[src/rtl/blowfish_pkg.sv]
// Shared types and helpers for the Blowfish-family mode engine.
package blowfish_pkg;

    localparam int DEFAULT_ROUNDS = 16;

    typedef enum logic [2:0] {
        IDLE,
        REQ,
        WAIT,
        FINAL,
        OUT
    } state_e;

    typedef enum logic {
        ECB = 1'b0,
        CBC = 1'b1
    } mode_e;

    // Zero-based p_array slot for subkey Q(j); decryption walks P backwards.
    function automatic int p_sel(input int j, input logic dec, input int p_num);
        return dec ? (p_num - j) : (j - 1);
    endfunction

endpackage

[src/rtl/blowfish_mode_engine.sv]
// Iterative Blowfish-family Feistel engine with ECB/CBC chaining.
// One Feistel round per external F-function req/ack transaction.
module blowfish_mode_engine
    import blowfish_pkg::*;
#(
    parameter int BLOCK_W = 128,
    parameter int ROUNDS  = DEFAULT_ROUNDS,
    localparam int HALF_W = BLOCK_W / 2,
    localparam int P_NUM  = ROUNDS + 2
) (
    input  logic                    Clk,
    input  logic                    Rst,
    input  logic                    skey_ready,
    input  logic [P_NUM*HALF_W-1:0] p_array,
    input  logic                    mode_cbc,
    input  logic                    decrypt,
    input  logic                    iv_load,
    input  logic [BLOCK_W-1:0]      iv_in,
    input  logic                    in_valid,
    output logic                    in_ready,
    input  logic [BLOCK_W-1:0]      in_data,
    output logic                    out_valid,
    input  logic                    out_ready,
    output logic [BLOCK_W-1:0]      out_data,
    output logic                    f_req,
    output logic [HALF_W-1:0]       f_x,
    input  logic                    f_ack,
    input  logic [HALF_W-1:0]       f_y,
    output logic                    busy
);

    localparam int KW = $clog2(ROUNDS + 1);

    state_e               state_q, state_d;
    mode_e                mode_q, mode_d;
    logic                 dec_q, dec_d;
    logic [KW-1:0]        k_q, k_d;
    logic [HALF_W-1:0]    l_q, l_d;
    logic [HALF_W-1:0]    r_q, r_d;
    logic [BLOCK_W-1:0]   raw_q, raw_d;
    logic [BLOCK_W-1:0]   chain_q, chain_d;
    logic [BLOCK_W-1:0]   out_q, out_d;
    logic                 freq_q, freq_d;
    logic                 accept;
    logic [BLOCK_W-1:0]   blk;
    logic [BLOCK_W-1:0]   res;

    function automatic logic [HALF_W-1:0] subkey(input int j, input logic dec);
        return p_array[p_sel(j, dec, P_NUM)*HALF_W +: HALF_W];
    endfunction

    assign in_ready  = (state_q == IDLE) & skey_ready & ~Rst;
    assign accept    = in_valid & in_ready;
    assign out_valid = (state_q == OUT);
    assign out_data  = out_q;
    assign f_req     = freq_q;
    assign f_x       = l_q;
    assign busy      = (state_q != IDLE);

    always_comb begin
        state_d = state_q;
        mode_d  = mode_q;
        dec_d   = dec_q;
        k_d     = k_q;
        l_d     = l_q;
        r_d     = r_q;
        raw_d   = raw_q;
        chain_d = chain_q;
        out_d   = out_q;
        freq_d  = freq_q;
        blk     = in_data;
        res     = '0;
        unique case (state_q)
            IDLE: begin
                if (iv_load) chain_d = iv_in;
                if (accept) begin
                    // A same-cycle IV load must already whiten this block.
                    if (mode_cbc && !decrypt)
                        blk = in_data ^ (iv_load ? iv_in : chain_q);
                    mode_d     = mode_e'(mode_cbc);
                    dec_d      = decrypt;
                    k_d        = '0;
                    raw_d      = in_data;
                    {l_d, r_d} = blk;
                    state_d    = REQ;
                end
            end
            REQ: begin
                l_d     = l_q ^ subkey(int'(k_q) + 1, dec_q);
                freq_d  = 1'b1;
                state_d = WAIT;
            end
            WAIT: begin
                if (f_ack) begin
                    l_d     = r_q ^ f_y;
                    r_d     = l_q;
                    freq_d  = 1'b0;
                    k_d     = k_q + KW'(1);
                    state_d = (k_q == KW'(ROUNDS - 1)) ? FINAL : REQ;
                end
            end
            FINAL: begin
                res = {r_q ^ subkey(ROUNDS + 2, dec_q),
                       l_q ^ subkey(ROUNDS + 1, dec_q)};
                out_d = res;
                if (mode_q == CBC) begin
                    if (dec_q) begin
                        out_d   = res ^ chain_q;
                        chain_d = raw_q;
                    end else begin
                        chain_d = res;
                    end
                end
                state_d = OUT;
            end
            OUT: begin
                if (out_ready) state_d = IDLE;
            end
            default: state_d = IDLE;
        endcase
    end

    always_ff @(posedge Clk) begin
        if (Rst) begin
            state_q <= IDLE;
            mode_q  <= ECB;
            dec_q   <= 1'b0;
            k_q     <= '0;
            l_q     <= '0;
            r_q     <= '0;
            raw_q   <= '0;
            chain_q <= '0;
            out_q   <= '0;
            freq_q  <= 1'b0;
        end else begin
            state_q <= state_d;
            mode_q  <= mode_d;
            dec_q   <= dec_d;
            k_q     <= k_d;
            l_q     <= l_d;
            r_q     <= r_d;
            raw_q   <= raw_d;
            chain_q <= chain_d;
            out_q   <= out_d;
            freq_q  <= freq_d;
        end
    end

endmodule

[config.mk]
export PLATFORM = sky130hd
export DESIGN_NAME = blowfish_mode_engine
export DESIGN_NICKNAME = d
export VERILOG_FILES = /design/src/rtl/blowfish_pkg.sv /design/src/rtl/blowfish_mode_engine.sv
export SDC_FILE = /design/constraint.sdc
export NUM_CORES = 2
export LEC_CHECK = 0
export ABC_AREA = 1
export CAP_MARGIN = 10
export CORE_AREA = 3 3 645 647
export CTS_CLUSTER_SIZE = 28
export DETAILED_ROUTE_END_ITERATION = 10
export DIE_AREA = 0 0 648 650
export DONT_BUFFER_PORTS = 1
export PLACE_DENSITY = 0.3
export SKIP_CTS_REPAIR_TIMING = 1
export SYNTH_ARGS = -nofsm -noshare
export SYNTH_HDL_FRONTEND = slang
export SYNTH_SLANG_ARGS = --single-unit
[constraint.sdc]
create_clock -name Clk -period 3.45 [get_ports Clk]
set_input_delay 1.035 -clock Clk [delete_from_list [all_inputs] [get_ports Clk]]
set_output_delay 1.035 -clock Clk [all_outputs]
set_load 0.005 [all_outputs]
Word level (Yosys, flattened, before mapping):

Cells that the tools add are included.
Widths: inputs -> output; s select.

* register bits after elaboration: 523
* logic and storage cells: 76

* $add $sub $neg: 4
* eq/ne operators: 9
* shift operators: 3
* multiplexer cells: 26
* bitwise gates (word level): 10
* reduce and logical (&&, ||, !) cells: 14

Operator list (count)
* $shiftx 1152x12->64: 2
* $shiftx 1152x32->64: 1
* $mux 128: 6
* $mux 64: 4
* $pmux 128 s2: 1
* $xor 128x128->128: 2
* $xor 64x64->64: 4
* $pmux 64 s3: 1
* $pmux 64 s2: 1
* $mux 26: 1
* $mux 5: 4
* $pmux 3 s5: 1
* $pmux 5 s2: 1
* $mux 3: 3
* $reduce_and 3->1: 3
* $sub 5x6->7 const A: 1
* $sub 6x1->7 const B: 1
* $add 5x1->6 const B: 1
* $eq 3x2->1 const B: 2
* $ne 2x2->1 const B: 3
* $reduce_and 2->1: 3
* $reduce_bool 2->1: 3
* $reduce_bool 3->1: 2
* $add 5x1->5 const B: 1
* 12 further kinds: 14

Longest topological paths before layout:

* depth after elaboration: 6
* depth in mapped cells: 21
* mapped depth without buffers: 18

Worst setup path after synthesis:

OpenSTA, ideal clock, no wires.

* kind: input port to output port
* start: input Rst
* end: output in_ready
* arrival: 1.773 ns
* slack: 0.642 ns
* stages on the path: 5
* buffers on the path: 2
* cell sequence: clkbuf_1 inv_2 nand2_1 nor2_2 clkbuf_1

* cells in the longest elaborated chain, start to end: 2

Ends and longest elaborated chain
* start: declaration: line blowfish_mode_engine.sv:12 `input logic Rst,`
* $not 1->1: line blowfish_mode_engine.sv:52 `assign in_ready = (state_q == IDLE) & skey_ready & ~Rst;`
* $and 1x1->1: line blowfish_mode_engine.sv:52
* end: declaration: line blowfish_mode_engine.sv:20 `output logic in_ready,`

Every way passes these cells.

Worst setup path in the final report:

* start: register k_q[0]
* end: register l_q[36] (netlist: f_x[36])

* cells in the longest elaborated chain, start to end: 6
* elaborated cells between the ends (all ways): 7
* those cells by class: 3 x add/sub; 1 x shift; 2 x mux; 1 x bitwise

Ends and longest elaborated chain
* start: declaration: line blowfish_mode_engine.sv:37 `logic [KW-1:0] k_q, k_d;`
* start signal: assignment: line blowfish_mode_engine.sv:139 `k_q <= k_d;`
* $add 5x1->6 *: line blowfish_mode_engine.sv:89 `l_d = l_q ^ subkey(int'(k_q) + 1, dec_q);`
* $sub 6x1->7 / $sub 5x6->7 (equally long branches): line blowfish_pkg.sv:21 `return dec ? (p_num - j) : (j - 1);`
* $mux 26 *: line blowfish_pkg.sv:21
* $shiftx 1152x32->64 *: line blowfish_mode_engine.sv:49 `return p_array[p_sel(j, dec, P_NUM)*HALF_W +: HALF_W];`
* $xor 64x64->64 *: line blowfish_mode_engine.sv:89
* $pmux 64 s3 *: line blowfish_mode_engine.sv:73 `unique case (state_q)`
* end signal: assignment: line blowfish_mode_engine.sv:140 `l_q <= l_d;`
* end: declaration: line blowfish_mode_engine.sv:38 `logic [HALF_W-1:0] l_q, l_d;`

Every way passes the cells marked *; elsewhere a longest branch is shown, timed or not.
A chain may end at the register's enable or synchronous reset.

==> flow_metrics.env <==
export IMPL_fin_skew_ns=0.0369
export IMPL_whs_endpoint="r_q[16]$_SDFFE_PP0P_"
export IMPL_cp_top_family="simple AND/OR/NAND/NOR gates"
export IMPL_first_global_vias=53389
export IMPL_critPathArrivalTime_ns=3.86
export IMPL_number_of_core_rows=235
export IMPL_cts_tree="done"
export IMPL_timing_reg2reg_worst_path_depth=18
export IMPL_htreeDepth=3
export IMPL_ctsRootBufferMaster="clkbuf_16"
export IMPL_place_detailed_instances=13531
export IMPL_die_area_um2=421000
export IMPL_crit_path_start_kind="register"
export IMPL_die_height_um=650
export IMPL_cts_inserted_buffers=77
export IMPL_detail_route_wirelength_um=417000
export IMPL_worstPathBufferInverterCount=4
export IMPL_max_vdd_ir_drop_mv=0.362
export IMPL_clock_latency_ns=0.71
export IMPL_path_max_fanout=16
export IMPL_setup_viol_count_final=0
export IMPL_dr_pass1_iters=6
export IMPL_place_port_buffers=0
export IMPL_post_place_ws_ns=-0.278
export IMPL_reg2reg_from="k_q[0]$_SDFFE_PP0P_"
export IMPL_final_hold_violation_count=0
export IMPL_r2r_setup_slack_ns=0.13
export IMPL_grt_start_max_net_pins=257
export IMPL_grt_use_total_pct=18.9
export IMPL_data_required_critical_path_ns=3.99
export IMPL_synth_seq_area_share_pct=22.6
export IMPL_core_region_area_um2=410000
export IMPL_syn_to_final_growth_pct=23.9
export IMPL_antenna_found_initial=228
export IMPL_via_per_inst=4.03
export IMPL_finalMaxSlewViolations=0
export IMPL_dieWidth_um=648
export IMPL_clock_sinks=523
export IMPL_r2r_end="f_x[36]$_SDFFE_PP0P_"
export IMPL_post_detailed_route_wirelength_per_cell_um=30.2
export IMPL_min_period_over_period_pct=96.2
export IMPL_clk_path_buf_depth=3
export IMPL_fraction_of_layout_cells_with_a_size_suffix_above_1_pct=6.98
export IMPL_worstPathCellList="inv_2 > ha_1 > inv_1 > nand2_1 > nand2_8 > buf_12 > buf_4 > nand2_1 > o21ai_0 > nand2_1 > nand2_1 > nand2_1 > nand2_1 > nand2_1 > nand2_1 > nand3_1 > nand3_1 > a21oi_1"
export IMPL_status="completed"
export IMPL_postLayoutSetupSlackWorst_ns=0.130
export IMPL_synth_net_count=9812
export IMPL_crit_path_start="k_q[0]$_SDFFE_PP0P_"
export IMPL_critPathCaptureType="register"
export IMPL_global_route_overflow_total=0
export IMPL_max_cap_violations=0
export IMPL_layout_cells_non_filler=13793
export IMPL_crit_type="reg -> reg"
export IMPL_min_delay_path_depth=1
export IMPL_syn_instance_count=8328
export IMPL_floorplan_initialDensity_pct=11.3
export IMPL_gp_routability_congestion=0.929
export IMPL_final_period_minus_worst_setup_slack_ns=3.32
export IMPL_total_of_flip_flops_plus_latches_after_synthesis=523
export IMPL_slew_limit_headroom_pct=7.96
export IMPL_drt_iter0_markers=4721
export IMPL_fin_setup_tns_ns=0
export IMPL_detailroute_via_count=55556
export IMPL_hold_worst_slack_ns=0.427
export IMPL_max_slew_worst_pin_slew_ns=1.38
export IMPL_postSynthAreaPerCell_um2=5.56
export IMPL_clock_fmax_mhz=301
export IMPL_crit_slowest_cell="dfxtp_1"
export IMPL_holdCritPathClass="in -> reg"
export IMPL_cts_reportedPaths_clkPinSlew_ns=0.06
export IMPL_synth_cell_type_count=38
export IMPL_finalNetCount=9645
export IMPL_synth_cell_area_um2=46300
export IMPL_cellPowerDensity_nw_per_um2=374
export IMPL_p_leak_nw=26.6
export IMPL_synth_yosys_warnings=0
export IMPL_global_route_wire_length_before_repair_um=535000
export IMPL_dp_final_hpwl_um=348000
export IMPL_route_antenna_remaining_nets=0
export IMPL_crit_path_frequent_cell="nand2_1"
export IMPL_min_from="Rst"
export IMPL_post_layout_total_power_w=0.0214
export IMPL_timing_critical_path_slowest_cell_delay_ns=0.35
export IMPL_io_pins=1677
export IMPL_rsz0062_at_grt="false"
export IMPL_drc=0
export IMPL_num_fill_cells=48805
placed cells by master, fill, tap and decap left out, types with 60 or more instances in the layout:
cell type	Yosys	layout
clkbuf_16	0	78
buf_4	16	283
o22ai_1	64	64
a21oi_1	227	227
o21ai_0	818	811
a31oi_1	128	128
o21ai_1	205	209
nand2_1	2648	2637
inv_1	1230	1227
nor2_1	511	508
xor2_1	252	248
buf_12	1	82
dfxtp_1	523	522
diode_2	0	122
xnor2_1	68	68
nand3_1	636	634
o211ai_1	254	254
a221oi_1	60	60
kinds of logic after synthesis:
logic type               after synthesis  synth area share (%)
AND/OR/NAND/NOR                     3852                  33.5
buffers and inverters               1852                  16.0
AO/OA/AOI/OAI                       1778                  21.8
flip-flops                           523                  22.6
XOR/XNOR                             320                  6.06
adder cells (fa/ha/maj)                3                0.0811
cell usage after synthesis (all sizes together):
| cell type | n | area, um2 |
|---|---|---|
| dfxtp | 523 | 10500 |
| a21oi | 233 | 1200 |
| clkbuf | 302 | 1130 |
| nand3b | 1 | 7.51 |
| ha | 3 | 37.5 |
| o22ai | 64 | 400 |
| nand3 | 641 | 3260 |
| o21ai | 1023 | 5120 |
| clkinv | 1 | 5.00 |
| xor2 | 252 | 2210 |
| o211ai | 254 | 1910 |
| inv | 1239 | 4650 |
| xnor2 | 68 | 596 |
| nor3 | 13 | 70.1 |
| a211oi | 16 | 120 |
| buf | 310 | 1630 |
| nor2 | 513 | 1940 |
| nand2 | 2679 | 10200 |
| nand4 | 5 | 52.6 |
| a31oi | 128 | 801 |
| a221oi | 60 | 526 |
where the power goes:
group	total [W]	leakage [nW]	switching [W]	internal, W
logic	0.00604	21.0	0.00426	0.00177
clock network	0.00874	1.30	0.00371	0.00503
registers	0.00666	4.28	0.000315	0.00635
total	0.0214	26.6	0.00829	0.0131
metal layers:
metal	wire [um]	global-route usage, %	part of all wire (%)
met2	187000	29.9	45
met3	26200	4.45	6.3
met4	15600	7.11	3.7
met5	569	0	0.14
met1	187000	24.7	45
through the flow:
step / cell area (um2) / utilization, %
6_report: 57300 / 14.0
5_1_grt: 57200 / 14.0
3_3_place_gp: 54300 / 13.2
3_5_place_dp: 54300 / 13.2
2_1_floorplan: 46300 / -
4_1_cts: 57000 / 13.9
worst reg2reg max path: cells and delay by family (launching register included):
kind / cells / cell delay (ns)
DFF: 1 / 0.35
adders and majority gates: 1 / 0.31
buffers and inverters: 4 / 0.62
AOI/OAI and AO/OA: 2 / 0.41
and+or+nand+nor: 11 / 1.51
cell type report:
cell class	count	area, um2	area share [%]
diodes	122	305	0.532
clock buffers	110	2240	3.91
clock inverters	28	425	0.742
inverters	1240	4710	8.21
multi-input cells	5953	28600	49.9
flip-flops and latches	523	10500	18.3
well taps	5451	6820	11.9
repair buffers	365	3770	6.57
repair inverters	1	11.3	0.0196
sequential cells by signal (all words and copies together) (netlist names), 3 cells and up:
signal    flops
k_q           5
state_q       3
chain_q     128
r_q          64
f_x          64
out_data    128
raw_q       128
worst max path at each step:
| stage | end | slack [ns] | cells after the start |
|---|---|---|---|
| CTS | f_x[11]$_SDFFE_PP0P_ | -0.28 | 19 |
| detailed placement | f_x[11]$_SDFFE_PP0P_ | -0.28 | 19 |
| global placement | f_x[11]$_SDFFE_PP0P_ | -0.33 | 19 |
| finish | f_x[36]$_SDFFE_PP0P_ | 0.13 | 18 |
| global route | f_x[11]$_SDFFE_PP0P_ | 0.007 | 19 |
| floorplan | in_ready | 0.64 | 5 |
(Power assumes the default switching activity.)
